File: src/rtl/csa_multiword_sequencer.sv
// csa_multiword_sequencer: one 4-bit carry-select slice time-shared LSB-first across NIBBLES nibbles; define SUB_MODE_EN to add a subtract input
module csa_multiword_sequencer #(
  parameter int NIBBLES = 4,
  localparam int W = 4*NIBBLES,
  localparam int IW = NIBBLES > 1 ? $clog2(NIBBLES) : 1
) (
  input  logic         clk,
  input  logic         rst,
  input  logic         start_valid,
  output logic         start_ready,
  input  logic [W-1:0] a,
  input  logic [W-1:0] b,
  input  logic         cin,
`ifdef SUB_MODE_EN
  input  logic         sub,
`endif
  output logic         busy,
  output logic         done_valid,
  input  logic         done_ready,
  output logic [W-1:0] sum,
  output logic         cout
);
  typedef enum logic [1:0] {IDLE, RUN, DONE} state_t;
  state_t state, state_n;
  logic [W-1:0] a_r, b_r;
  logic [IW-1:0] idx;
  logic carry, sub_r, sub_in, last;
  logic [3:0] an, bn;
  logic [4:0] r0, r1, r;
`ifdef SUB_MODE_EN
  assign sub_in = sub;
`else
  assign sub_in = 1'b0;
`endif
  assign last = idx == IW'(NIBBLES-1);
  // carry-select slice: both carry outcomes computed, the held carry picks one
  always_comb begin
    an = a_r[4*idx +: 4];
    bn = b_r[4*idx +: 4] ^ {4{sub_r}};
    r0 = {1'b0, an} + {1'b0, bn};
    r1 = r0 + 5'd1;
    r = carry ? r1 : r0;
  end
  // state register
  always_ff @(posedge clk)
    if (rst) state <= IDLE;
    else state <= state_n;
  // next state and handshake outputs
  always_comb begin
    state_n = state;
    start_ready = state == IDLE;
    busy = state == RUN;
    done_valid = state == DONE;
    state_n = state == IDLE ? (start_valid ? RUN : IDLE) :
              state == RUN  ? (last ? DONE : RUN) :
                              (done_ready ? IDLE : DONE);
  end
  // operand capture at accept, then one nibble per RUN cycle
  always_ff @(posedge clk)
    if (rst) begin
      a_r <= '0;
      b_r <= '0;
      sub_r <= 1'b0;
      carry <= 1'b0;
      idx <= '0;
      sum <= '0;
      cout <= 1'b0;
    end else if (start_ready && start_valid) begin
      a_r <= a;
      b_r <= b;
      sub_r <= sub_in;
      carry <= sub_in | cin;
      idx <= '0;
      sum <= '0;
    end else if (busy) begin
      sum[4*idx +: 4] <= r[3:0];
      carry <= r[4];
      if (last) cout <= r[4];
      else idx <= idx + 1'b1;
    end
endmodule
File: config.mk
export PLATFORM = sky130hd
export DESIGN_NAME = csa_multiword_sequencer
export DESIGN_NICKNAME = d
export VERILOG_FILES = /design/src/rtl/csa_multiword_sequencer.sv
export SDC_FILE = /design/constraint.sdc
export NUM_CORES = 1
export LEC_CHECK = 0
export ABC_AREA = 1
export BUFFER_PORTS_ARGS = -buffer_cell sky130_fd_sc_hd__buf_2
export CORE_UTILIZATION = 58
export DETAILED_ROUTE_END_ITERATION = 8
export PLACE_DENSITY = 0.85
export SLEW_MARGIN = 5
export SYNTH_ARGS = -nofsm -noshare
export SYNTH_HDL_FRONTEND = slang
export SYNTH_SLANG_ARGS = --single-unit
File: constraint.sdc
create_clock -name clk -period 7.9 [get_ports clk]
set_clock_uncertainty 0.2 [all_clocks]
set_input_delay 1.185 -clock clk [delete_from_list [all_inputs] [get_ports clk]]
set_output_delay 1.185 -clock clk [all_outputs]
set_load 0.05 [all_outputs]
After elaboration in Yosys (flattened, before gate mapping). Index checks and enable logic that the tools add are counted.

Register bits: 54. Input bits: 37. Output and inout port bits: 20. Word-level logic and storage cells: 35.

$add $sub $neg: 4. Eq/ne operators: 3. Shift operators: 4. Mux-type cells: 9. Bitwise operators: 2. Reduce and logical (&&, ||, !) cells: 6.

Operator list (number): 4-bit negation with 34-bit output (1); 4-bit by 34-bit variable shift with 16-bit output (first input constant) (1); 4-bit by 34-bit variable part select with 16-bit output (1); 16-bit by 5-bit variable part select with 4-bit output (2); 16-bit bitwise mux (1); 2-bit two-way mux (4); 4-bit by 4-bit adder with 5-bit output (1); 5-bit by 1-bit adder with 5-bit output (second input constant) (1); 5-bit two-way mux (1); 2-bit == test (second input constant) (2); 1-bit two-way mux (3); 3-bit AND reduction (1); 2-bit by 1-bit adder with 2-bit output (second input constant) (1); 2-bit by 1-bit == test with 1-bit output (second input constant) (1); 2-bit zero test (1); 1-bit NOT (2); 2-bit AND reduction (1); 2-bit nonzero test (1); 2-bit OR reduction (1); 1-bit logical AND (1).

Logic depth before layout (Yosys ltp).
Word-level depth: 6. Gate-level depth with buffers: 17.

Worst setup path after synthesis. Ideal clock, no wire load.

Path type: reg2reg. From: reg idx[0]. To: reg sum[13]. Data arrival time: 2624 ps. Required time: 7630 ps. Slack: 5006 ps. Stages on the path, launching flop included: 16. Path buffers: 2. Period minus slack after synthesis: 2894 ps. Path through: dfxtp_1 buf_2 buf_2 o21ai_0 o22ai_1 ha_1 inv_1 fa_1 inv_1 ha_1 nand2_1 o21ai_0 nand2_1 nor2_1 nand2_1 a21oi_1.

Word-level cells in the longest chain between the ends: 6.

RTL lines: from (decl) (line 26) `logic [IW-1:0] idx;`; from (signal assigned) (line 79) `else idx <= idx + 1'b1;`; 16-bit by 5-bit variable part select with 4-bit output, on equally long branches (line 38, 39); 4-bit by 4-bit adder with 5-bit output (line 40) `r0 = {1'b0, an} + {1'b0, bn};`; 5-bit by 1-bit adder with 5-bit output (line 41) `r1 = r0 + 5'd1;`; 5-bit two-way mux (line 42) `r = carry ? r1 : r0;`; 4-bit by 34-bit variable part select with 16-bit output (line 76) `sum[4*idx +: 4] <= r[3:0];`; 16-bit bitwise mux (*) (line 76); to (signal, indexed assignment) (line 76); to (decl) (line 20) `output logic [W-1:0] sum,`.

Every way passes the cells marked *; elsewhere a longest branch is shown, timed or not. A chain may end at the register's enable or synchronous reset.

Final worst setup path.
From: reg idx[0]. To: reg cout.

Word-level cells in the longest chain between the ends: 4.

RTL lines: 16-bit by 5-bit variable part select with 4-bit output, on equally long branches (line 38, 39); 4-bit by 4-bit adder with 5-bit output (line 40); 5-bit by 1-bit adder with 5-bit output (line 41); 5-bit two-way mux (line 42); to (signal assigned) (line 78) `if (last) cout <= r[4];`; to (decl) (line 21) `output logic cout`.

Parallel ways exist; a longest one is shown, timed or not.

==> impl_metrics.csv <==
group,metric,value,unit
die,fp-row-count,23,
power,powerDensity,208,mW/mm²
clock_tree,worst_skew_pair.late_latency,0.31,ns
sta,max_freq,0.261,GHz
place,dp_hpwl,3980,µm
sta,hold_viol,0,
yosys,synth_warnings,0,
layout,nFillCells,341,
drt,vias,2388,
grt,use_met3,4.44,%
drt,wl_per_cell,12.1,µm
hold_path,min_path_type,"reg -> reg",
power,irDropWorstVdd,158,µV
sta,holdWs,0.266,ns
layout,utilization,71.6,%
grt,grt_use_met1,32.4,%
yosys,synth_seq_cells,54,
die,die_h,68.6,µm
sta,rsz0062_at_grt,"false",
clock_tree,htree_levels,2,
sta,finalCritPeriodShare,48.4,%
place,gp_congestion,0.838,
grt,use_met2,44.4,%
die,io_pins,57,
yosys,synth.net_count,405,
grt,gr-total-overflow,0,
drt,first_pass_iters,4,
yosys,netlist_instances,356,
power,leakagePower,1.33,nW
worst_setup_path,required,7.96,ns
sta,maxSlewViolCount,0,
clock_tree,postCtsSetupBuffers,0,
yosys,ys_types,29,
die,core,0.00412,mm²
yosys,syn_area,0.00257,mm²
layout,final_layout_size_suffix_gt1_share,18.3,%
clock_tree,root_buffer,"clkbuf_8",
grt,grt_pass1_wl,9090,µm
drt,totalWireLength,5490,µm
yosys,seq_area_frac_synth,42.1,%
drt,drt_iter0_drc,122,
die,dieArea,0.00470,mm²
sta,final.setup.tns,0,ns
layout,area_growth_syn_to_layout,14.6,%
grt,grt_max_degree,38,
clock_tree,tritoncts,"done",
layout,layout_common_cells,"nor2_1, buf_2, dfxtp_1, nand2_1, o21ai_0",
worst_setup_path,startpoint_type,"register",
worst_setup_path,arrival,3.89,ns
worst_setup_path,path_max_fanout,24,
worst_setup_path,endpoint_kind,"register",
drt,viasPerCell,5.26,
layout,num_antenna_cells,0,
layout,fin_nets,452,
sta,setup_viol,0,
yosys,synth.avg_cell_area,7.22,µm²
outcome,outcome,"finished, final reports clean",
clock_tree,cts.sinks,54,
die,fp.dieW,68.6,µm
grt,globalRoute.busiestLayer,"met2",
die,initial_core_util,62.5,%
grt,grt_usage,26.0,%
flow_run,maxCapViolations,0,
sta,max_slew.worst_pin.slew,0.915,ns
layout,final_common_cell,"nor2_1",
grt,grt_antenna_before_repair,0,
sta,relSlewSlack,39.0,%
sta,min_period,3.83,ns
clock_tree,clockBufferDepth,2,
place,numPortBuffers,56,
grt,grt_pass1_vias,2104,
clock_tree,clk_pin_slew,0.09,ns
clock_tree,cts_resized,0,
drt,remaining_drc_errors,0,
drt,ant_nets,0,
clock_tree,cts_buffers,5,
worst_setup_path,crit_type,"reg -> reg",
clock_tree,holdBufCountCts,0,
==> worst paths after layout <==
| kind | start | to | slack (ns) | cells past startpoint |
|---|---|---|---|---|
| worst min-delay path | sum[7] | sum[7] | 0.27 | 2 |
| worst min register to register | sum[7] | sum[7] | 0.27 | 2 |
| worst max-delay path | idx[0] | cout | 4.07 | 16 |
| worst max register to register | idx[0] | cout | 4.07 | 16 |
==> report_power, final <==
part	switching, mW	internal, mW	total [mW]	leakage [nW]
Sequential	0.0133	0.289	0.302	0.443
Combinational	0.0837	0.0447	0.128	0.837
Clock	0.0874	0.0945	0.182	0.0514
Total	0.184	0.428	0.613	1.33
==> synthesized netlist by cell type <==
cell type | number | area (µm²)
nand4_1 | 1 | 6.26
a32oi_1 | 2 | 17.5
xor2_1 | 1 | 8.76
nor2_8 | 1 | 20.0
o21ai_0 | 48 | 240
nor3_2 | 1 | 10.0
nand2_1 | 51 | 191
nor4_4 | 1 | 21.3
inv_2 | 1 | 3.75
a21oi_1 | 22 | 110
buf_4 | 3 | 22.5
nor2_1 | 89 | 334
nand4_2 | 1 | 12.5
or2_2 | 1 | 6.26
a211oi_1 | 1 | 7.51
o22ai_1 | 6 | 37.5
nand2_2 | 4 | 25.0
nand3_1 | 18 | 90.1
clkbuf_1 | 7 | 26.3
buf_1 | 1 | 3.75
nor2_2 | 1 | 6.26
ha_1 | 11 | 138
clkbuf_2 | 1 | 5.00
buf_2 | 4 | 20.0
a22oi_1 | 2 | 15.0
dfxtp_1 | 54 | 1080
o21bai_1 | 2 | 15.0
inv_1 | 20 | 75.1
fa_1 | 1 | 20.0
==> sequential cells by signal (all words and copies together), names as in the netlist <==
register and count:
state 2, cout 1, idx 2, b_r 16, a_r 16, sum 16, carry 1
==> metal layers <==
metal,routed length (µm),part of all wire [%]
met5,0,0
met4,35,0.64
met3,238,4.3
met2,2610,47
met1,2610,48
==> through the flow <==
stage / cells / power (mW) / area [µm²] / worst slack [ns]
5_1_grt: 454 / 0.646 / 2950 / 3.71
3_5_place_dp: 446 / 0.436 / 2840 / 4.16
2_1_floorplan: 356 / 0.406 / 2570 / 5.01
4_1_cts: 454 / 0.615 / 2950 / 4.10
3_3_place_gp: 446 / 0.431 / 2840 / 4.29
6_report: 454 / 0.613 / 2950 / 4.07
==> worst max-delay path, cell delays in order, from the launching register on <==
cell     delay (ns)
dfxtp_1        0.87
inv_1          0.55
o21ai_0        0.31
o22ai_1        0.10
ha_1           0.24
inv_1          0.08
fa_1           0.44
inv_1          0.09
ha_1           0.17
nand4_2        0.15
inv_1          0.10
nand2_1        0.06
nand2_1        0.07
nand2_1        0.05
o21ai_0        0.14
nand2_1        0.06
inv_1          0.07
==> area by class of cell <==
cell class	instances	area, µm²	share of cell area, %
inverters	21	78.8	2.68
well taps	50	62.6	2.12
multi-input cells	265	1330	45.2
repair buffers	56	280	9.52
clock inverters	2	37.5	1.27
clock buffers	6	72.6	2.46
flip-flops and latches	54	1080	36.7
==> logic make-up after synthesis <==
family / share of synthesized area (%)
flops: 42.1
xor+xnor: 0.341
simple gates: 28.1
buf+inv: 6.09
fa+ha+maj: 6.13
compound gates: 17.2
No activity file was read; power rests on OpenSTA's default activity.
